$ cat src/rtl/dot_acc.sv
// dot_acc: sequences operand pairs through an external sequential 16x8
// multiplier and accumulates the products into a sum that cannot overflow.
// Pairs arrive over a valid/ready handshake. The final sum is published on
// y_bo together with a one-cycle done_o pulse.
module dot_acc #(
  parameter int LEN_W = 4
) (
  input  logic                 clk_i,
  input  logic                 rst_i,
  input  logic                 start_i,
  input  logic [LEN_W-1:0]     len_bi,
  input  logic [15:0]          a_bi,
  input  logic [7:0]           b_bi,
  input  logic                 op_valid_i,
  output logic                 op_ready_o,
  output logic [15:0]          mult_a_bo,
  output logic [7:0]           mult_b_bo,
  output logic                 mult_start_o,
  input  logic                 mult_busy_i,
  input  logic [23:0]          mult_y_bi,
  output logic                 busy_o,
  output logic                 done_o,
  output logic [24+LEN_W-1:0]  y_bo
);

  localparam int SUM_W = 24 + LEN_W;

  typedef enum logic [2:0] {
    IDLE,
    FETCH,
    ISSUE,
    WAIT_HI,
    WAIT_LO,
    ACC
  } StateT;

  StateT              r_state;
  StateT              w_nextState;
  logic [LEN_W-1:0]   r_count;
  logic [SUM_W-1:0]   r_sum;
  logic [SUM_W-1:0]   r_y;
  logic               r_done;
  logic [15:0]        r_multA;
  logic [7:0]         r_multB;
  logic [SUM_W-1:0]   w_accSum;
  logic               w_lastPair;

  // The product is zero-extended so the sum carries the extra LEN_W bits.
  assign w_accSum   = r_sum + {{LEN_W{1'b0}}, mult_y_bi};
  assign w_lastPair = (r_count == LEN_W'(1));

  assign mult_a_bo = r_multA;
  assign mult_b_bo = r_multB;
  assign done_o    = r_done;
  assign y_bo      = r_y;

  // State register; reset returns the sequencer to IDLE.
  always_ff @(posedge clk_i) begin
    if (rst_i) begin
      r_state <= IDLE;
    end else begin
      r_state <= w_nextState;
    end
  end

  // Next-state logic and state-decoded handshake/strobe outputs.
  always_comb begin
    w_nextState  = r_state;
    op_ready_o   = 1'b0;
    mult_start_o = 1'b0;
    busy_o       = 1'b1;
    case (r_state)
      IDLE: begin
        busy_o = 1'b0;
        if (start_i && (len_bi != '0)) begin
          w_nextState = FETCH;
        end
      end
      FETCH: begin
        op_ready_o = 1'b1;
        if (op_valid_i) begin
          w_nextState = ISSUE;
        end
      end
      ISSUE: begin
        mult_start_o = 1'b1;
        w_nextState  = WAIT_HI;
      end
      WAIT_HI: begin
        if (mult_busy_i) begin
          w_nextState = WAIT_LO;
        end
      end
      WAIT_LO: begin
        if (!mult_busy_i) begin
          w_nextState = ACC;
        end
      end
      ACC: begin
        w_nextState = w_lastPair ? IDLE : FETCH;
      end
      default: begin
        w_nextState = IDLE;
      end
    endcase
  end

  // Datapath: run setup, operand capture, accumulation and result publication.
  always_ff @(posedge clk_i) begin
    if (rst_i) begin
      r_count <= '0;
      r_sum   <= '0;
      r_y     <= '0;
      r_done  <= 1'b0;
      r_multA <= '0;
      r_multB <= '0;
    end else begin
      r_done <= 1'b0;
      case (r_state)
        IDLE: begin
          if (start_i) begin
            if (len_bi != '0) begin
              r_count <= len_bi;
              r_sum   <= '0;
            end else begin
              r_y    <= '0;
              r_done <= 1'b1;
            end
          end
        end
        FETCH: begin
          if (op_valid_i) begin
            r_multA <= a_bi;
            r_multB <= b_bi;
          end
        end
        ACC: begin
          r_sum   <= w_accSum;
          r_count <= r_count - LEN_W'(1);
          if (w_lastPair) begin
            r_y    <= w_accSum;
            r_done <= 1'b1;
          end
        end
        default: begin
        end
      endcase
    end
  end

endmodule

$ cat config.mk
export PLATFORM = sky130hd
export DESIGN_NAME = dot_acc
export DESIGN_NICKNAME = d
export VERILOG_FILES = /design/src/rtl/dot_acc.sv
export SDC_FILE = /design/constraint.sdc
export NUM_CORES = 1
export LEC_CHECK = 0
export BUFFER_PORTS_ARGS = -buffer_cell sky130_fd_sc_hd__buf_4
export CAP_MARGIN = 20
export CORE_ASPECT_RATIO = 0.7
export CORE_UTILIZATION = 45
export DETAILED_ROUTE_END_ITERATION = 10
export GPL_ROUTABILITY_DRIVEN = 0
export GPL_TIMING_DRIVEN = 1
export PLACE_DENSITY = 0.75
export SETUP_SLACK_MARGIN = 0.1
export SYNTH_ARGS = -nofsm -noshare
export SYNTH_HDL_FRONTEND = slang
export SYNTH_SLANG_ARGS = --single-unit
$ cat constraint.sdc
create_clock -name clk_i -period 4.1 [get_ports clk_i]
set_clock_uncertainty 0.05 [all_clocks]
set_input_delay 0.41 -clock clk_i [delete_from_list [all_inputs] [get_ports clk_i]]
set_output_delay 0.41 -clock clk_i [all_outputs]
set_load 0.01 [all_outputs]
Yosys cells after proc, flatten, opt, wreduce, memory -nomap -nowiden
Index checks and enable logic that the tools add are counted.
Storage, ports and cells
  bits in registers: 88
  bits of input ports: 57
  output and inout bits: 56
  word-level logic and storage cells: 54
Cells by class
  add/subtract/negate cells: 2
  equality and inequality tests: 14
  muxes and demuxes: 23
  reduce and logical (&&, ||, !) cells: 8
Operators by type and width (number)
  $mux W28: 5
  $pmux W28 S2: 2
  $add A28 B24 Y28: 1
  $pmux W3 S6: 1
  $ne A2 B2 Y1 const B: 8
  $mux W3: 4
  $mux W4: 2
  $pmux W4 S2: 1
  $reduce_and A4 Y1: 2
  $mux W1: 7
  $eq A3 B2 Y1 const B: 2
  $eq A3 B3 Y1 const B: 2
  $eq A4 B1 Y1 const B: 1
  $reduce_bool A4 Y1: 1
  $sub A4 B1 Y4 const B: 1
  $eq A3 B1 Y1 const B: 1
  $logic_not A3 Y1: 1
  $reduce_and A3 Y1: 1
  $pmux W1 S2: 1
  $reduce_and A2 Y1: 1
  $reduce_bool A2 Y1: 1
  $logic_and A1 B1 Y1: 1

Logic depth before layout (Yosys ltp)
Gate-level depths: netlist of the first run.
  depth after elaboration: 4
  gate-level depth with buffers: 9
  gate-level depth less buffers: 9

Worst setup path after synthesis of the first run
Ideal clock, no wire load.
  kind: input to register
  start point: input mult_y_bi[2]
  end point: register r_y[23], in the netlist y_bo[23]
  setup time: 0.079 ns
  arrival time: 2.459 ns
  required time: 3.971 ns
  slack: 1.512 ns
  stages: 8
  buffers on the path: 0
  cell sequence: ha_1 o21ai_0 o21bai_2 o32a_4 a22o_1 or4_1 and3_4 a211oi_2
Between the ends
  word-level cells in the longest chain between the ends: 3
RTL lines
  from (decl): line 20  | input logic [23:0] mult_y_bi,
  $add A28 B24 Y28: line 49  | assign w_accSum = r_sum + {{LEN_W{1'b0}}, mult_y_bi};
  $mux W28: line 140  | if (w_lastPair) begin
  $pmux W28 S2: line 119  | case (r_state)
  to (signal assigned): line 141  | r_y <= w_accSum;
  to (decl): line 41  | logic [SUM_W-1:0] r_y;
Every way passes these cells. The select of a mux whose other input is x is not followed.
A chain may end at the register's enable or synchronous reset.

Worst setup path in the final report of the first run
  start point: register r_sum[0]
  end point: register r_sum[26]
Between the ends
  word-level cells in the longest chain between the ends: 2
RTL lines
  from (decl): line 40  | logic [SUM_W-1:0] r_sum;
  from (signal assigned): line 138  | r_sum <= w_accSum;
  $add A28 B24 Y28: line 49
  $pmux W28 S2: line 119
Every way passes these cells.

==> results of run 1 <==
## flip-flops by register name (all words and copies together) (netlist names)
signal	flops
r_sum	28
r_state	3
mult_a_bo	16
r_count	4
mult_b_bo	8
y_bo	28
done_o	1
## path summary, 6_finish.rpt
path | startpoint | end | slack [ps] | cells past startpoint
max | r_sum[0] | r_sum[26] | 1260 | 9
min | a_bi[12] | mult_a_bo[12] | 260 | 3
max reg2reg | r_sum[0] | r_sum[26] | 1260 | 9
min reg2reg | y_bo[7] | y_bo[7] | 400 | 2
## kinds of logic (layout without fill, tap and decap cells)
group / count (synthesis) / in the layout / share of synthesized area (%)
simple gates: 210 / 210 / 20.3
compound gates: 192 / 192 / 26.6
flops: 88 / 88 / 37.8
buf+inv: 38 / 140 / 3.09
fa+ha+maj: 27 / 27 / 7.41
xor+xnor: 21 / 21 / 3.95
mux: 4 / 4 / 0.886
## worst max-delay path, cell delays in order (launching register included)
cell and delay [ps]:
dfxtp_1 310, ha_1 230, fa_1 440, a211oi_1 280, o21ai_0 240, a31oi_1 400, nand4bb_1 220, o21ai_0 160
or2_2 300, a31oi_1 140
## synth_stat cells (3+ instances only)
master / instances
nand4_1: 7
a32oi_1: 4
xnor2_1: 12
nand3_1: 8
or2_2: 3
a21oi_1: 75
o21ai_0: 32
xor2_1: 9
a22o_1: 22
clkbuf_1: 29
a22oi_1: 7
nand2b_1: 6
inv_1: 6
nor2_1: 46
mux2i_1: 3
ha_1: 26
a21o_1: 12
and3_1: 4
nand2_1: 103
o21bai_1: 3
o21a_1: 9
nor3_1: 8
or3_1: 7
a211oi_1: 6
dfxtp_1: 88
a31oi_1: 5
nor2b_1: 5
and2_1: 3
## metal layers
layer,global-route usage (%),wire length (um)
met1,34.2,6130
met2,36.8,5640
met3,6.87,855
met4,8.11,208
met5,0,0
## placed cells by master, fill, tap and decap left out, drive strengths merged, types with 4 or more instances in the layout
cell type	netlist	layout
ha	26	26
or3	7	7
nand2	103	103
and3	5	5
o21bai	4	4
xor2	9	9
a22o	22	22
a22oi	7	7
buf	3	118
inv	6	6
a211oi	8	8
nor2	46	46
xnor2	12	12
nand2b	6	6
a21oi	75	75
a21o	13	13
a32oi	4	4
o21ai	32	32
dfxtp	88	88
a31oi	5	5
nand4	7	7
nor2b	5	5
nor3	9	9
nand3	8	8
clkbuf	29	14
o21a	9	9
## stage by stage
stage          std cells  hold WS [ps]  setup WS, ps  power (mW)
2_1_floorplan        580           379          1510        1.03
3_3_place_gp         794           392          1120        1.13
3_5_place_dp         794           396          1090        1.13
4_1_cts              810           256          1290        1.97
5_1_grt              810           255          1030        2.03
6_report             810           263          1260        1.96
## power by group
part | total [mW] | switching (mW) | internal (mW)
Sequential | 0.887 | 0.0144 | 0.873
Combinational | 0.232 | 0.130 | 0.102
Clock | 0.839 | 0.332 | 0.506
## layout make-up
class / count / share of cell area [%]
Multi-Input combinational cell: 454 / 46.8
Sequential cell: 88 / 29.9
Timing Repair Buffer: 118 / 15.0
Clock buffer: 14 / 4.48
Tap cell: 128 / 2.72
Clock inverter: 2 / 0.637
Inverter: 6 / 0.382
==> results.toml, run 1 <==
[detailed_routing]
vias = 4584
routed_wl_um = 12800
drtIter0Drc = 379
antenna_left = 0
drc = 0
wl_per_cell_um = 15.8
via_per_inst = 5.66
drt_pass1_iterations = 5

[timing]
clock.fmax_ghz = 0.353
rsz0062_at_grt = "false"
worst_pin_slew_ps = 974
slew_viol_final = 0
fin_crit_ps = 2840
tns_ps = 0
setup_violations = 0
slew_headroom_pct = 34.8
hold_violations = 0
period_share_pct = 69.2

[outcome]
status = "finished clean"

[cts]
clkTransAtPathRegs_ps = 60
cts-hold-fix-buffers = 0
root_buffer = "clkbuf_16"
clkSinkCount = 88
ctsResizeCount = 0
cts_tree = "done"
clock_latency_ps = 340
cts_buffers = 9
cts_setup_buffers = 0
cts_max_level = 3
cts.path.max_buffers = 2

[cells_and_area]
final_core_util_pct = 59.6
stdcell_area_sq_mm = 0.00589
nFillCells = 882
nNetsFinal = 761
multi_input_area_sq_mm = 0.00276
drive_above_1_share_pct = 21.1
diodes = 0
regArea_sq_mm = 0.00176
areaGrowthSynthToFinish_pct = 26.3

[logic_synthesis]
synth_area_leaders = "dfxtp_1 38%, nand2_1 8.3%, a21oi_1 8.1%, ha_1 7.0%, a22o_1 4.1%"
synthDistinctLibCells = 52
synthesis.nets = 664
seq_area_frac_synth_pct = 37.8
synth_edf_count = 0
syn_inst = 580
avgSynthCellArea_sq_um = 8.04
synth-seq-cells = 88
synth-async-reset-ratio_pct = 0
yosys.area.top_type = "dfxtp_1"
synth_top_cell_area_share_pct = 37.8
netlist_area_sq_mm = 0.00466
yosysWarnings = 0
synthFlopType = "dfxtp_1"

[floorplanning]
fp.dieW_um = 124
placementRows = 30
ioPinCount = 113
start_util_pct = 47.2
die_h_um = 87.2
core_area_sq_mm = 0.00987
die-area_sq_mm = 0.0108

[job]
cap_violations = 0

[place]
hpwl_um = 9270
port_buffers = 112
dpl_cell_area_sq_mm = 0.00559

[grt]
grt_usage_pct = 24.7
grt_pass1_vias = 4288
antenna_found_initial = 0
grt_pass1_wl_um = 20600
grt_max_degree = 62
grt.overflow.total = 0

[worst_setup_path]
path_max_fanout = 4
cp.arrival_ps = 3060
cp-end-kind = "flip-flop"
start_kind = "flip-flop"
path_class = "reg -> reg"
crit_required_ps = 4330

[power]
peakVddDrop_uv = 229
powerDensity_mw_per_mm2 = 333
leakage_nw = 2.52

[min_path]
hold_path.class = "in -> reg"
No activity file was read; power rests on OpenSTA's default activity.
==> run 2: changes to the inputs <==
==> constraint.sdc (replaced) <==
create_clock -name clk_i -period 2.95 [get_ports clk_i]
set_clock_uncertainty 0.05 [all_clocks]
set_input_delay 0.295 -clock clk_i [delete_from_list [all_inputs] [get_ports clk_i]]
set_output_delay 0.295 -clock clk_i [all_outputs]
set_load 0.01 [all_outputs]
==> results.toml, run 2 (same netlist as run 1, synthesis figures left out) <==
[cts]
clkSinkCount = 88
cts_setup_buffers = 0
cts_buffers = 9
cts_tree = "done"
clock_latency_ps = 340
clkTransAtPathRegs_ps = 60
root_buffer = "clkbuf_16"
cts_max_level = 3
cts.path.max_buffers = 2

[detailed_routing]
drtIter0Drc = 267
vias = 4595
wl_per_cell_um = 15.4
antenna_left = 0
drc = 0
via_per_inst = 5.63
drt_pass1_iterations = 5
routed_wl_um = 12600

[floorplanning]
start_util_pct = 47.2
die-area_sq_mm = 0.0108
ioPinCount = 113
placementRows = 30
core_area_sq_mm = 0.00987
fp.dieW_um = 124
die_h_um = 87.2

[worst_setup_path]
crit_family = "compound AO/OA/AOI/OAI gates"
crit_top_cell = "a211oi_2"
crit_required_ps = 3160
start_kind = "flip-flop"
path_max_fanout = 4
cp.arrival_ps = 2900
crit_chain = "ha_1, a211oi_2, o21bai_2, o32a_4, a22o_1, or4_1, and3_4, a211oi_2"
path_class = "reg -> reg"
max_stage_delay_ps = 520
cp-end-kind = "flip-flop"
cp.buffers_inverters = 0
slowest_stage = "or4_1"
setup.worst_path.start = "r_sum[1]"
worstReg2RegStart = "r_sum[1]"

[place]
dp.cells = 800
hpwl_um = 9320
preCtsSetupSlack_ps = 188
dpl_cell_area_sq_mm = 0.00563
port_buffers = 112

[timing]
setup_ws_ps = 259
holdWs_ps = 149
clock.fmax_ghz = 0.372
hold_violations = 0
fin_crit_ps = 2690
tns_ps = 0
slew_viol_final = 0
worst_pin_slew_ps = 805
period_share_pct = 91.2
slew_headroom_pct = 46.2
rsz0062_at_grt = "false"
setup_violations = 0

[cells_and_area]
stdcell_area_sq_mm = 0.00591
drive_above_1_share_pct = 22.1
regArea_sq_mm = 0.00176
finalNonFillerCells = 816
final_core_util_pct = 59.8
nNetsFinal = 767
multi_input_area_sq_mm = 0.00276
areaGrowthSynthToFinish_pct = 26.7
diodes = 0
layout_common_cells = "124 x buf_4, 103 x nand2_1, 88 x dfxtp_1"
nFillCells = 866
final_common_cell = "buf_4"

[grt]
grt_usage_pct = 24.2
grt_max_degree = 62
grt_pass1_vias = 4262
antenna_found_initial = 0
grt_pass1_wl_um = 20500
grt.overflow.total = 0

[power]
p_total_mw = 2.62
leakage_nw = 2.54
peakVddDrop_uv = 251
powerDensity_mw_per_mm2 = 444

[outcome]
status = "finished clean"

[min_path]
hold_path.class = "in -> reg"
hp-start = "b_bi[3]"

[job]
cap_violations = 0
==> run 2: cell count changes in the layout (fill, tap and decap cells not counted), moves of 2 or more <==
| cell | previous run | this run |
|---|---|---|
| buf_4 | 118 | 124 |
| clkbuf_1 | 3 | 1 |
| clkinv_4 | 0 | 2 |
| clkinv_2 | 0 | 3 |
==> run 2: timing repair <==
action,CTS,global route
resized for setup,0,1
hold buffers,0,0
setup endpoints to repair,0,1
==> run 2: power breakdown <==
| group | internal (mW) | switching, mW |
|---|---|---|
| Sequential | 1.21 | 0.0169 |
| Clock | 0.593 | 0.474 |
| Combinational | 0.146 | 0.179 |
| Total | 1.95 | 0.671 |
==> run 2: path summary, 6_finish.rpt <==
check	depth (start not counted)	to	slack (ps)
setup / recovery	8	y_bo[23]	260
hold / removal	3	mult_b_bo[3]	150
setup reg to reg	8	y_bo[23]	260
hold reg to reg	2	y_bo[7]	400
==> run 2: layer usage <==
metal | GRT usage (%) | vias to the layer above | wire (um)
li1 | - | 2282 | -
met1 | 33.2 | 2136 | 6040
met2 | 36.9 | 154 | 5520
met3 | 5.89 | 23 | 848
met4 | 8.00 | 0 | 181
met5 | 0 | - | 0
==> run 2: area by class of cell <==
type / count / share of cell area [%]
Sequential cell: 88 / 29.8
Tap cell: 128 / 2.71
Multi-Input combinational cell: 454 / 46.7
Clock inverter: 5 / 0.551
Timing Repair Buffer: 124 / 15.8
Inverter: 6 / 0.381
Clock buffer: 11 / 4.11
==> run 2: worst register-to-register path: cells and delay by family (launching register included) <==
kind                       cells  cell delay [ps]
AOI/OAI and AO/OA              5             1190
and+or+nand+nor                2              690
adders and majority gates      1              280
DFF                            1              400
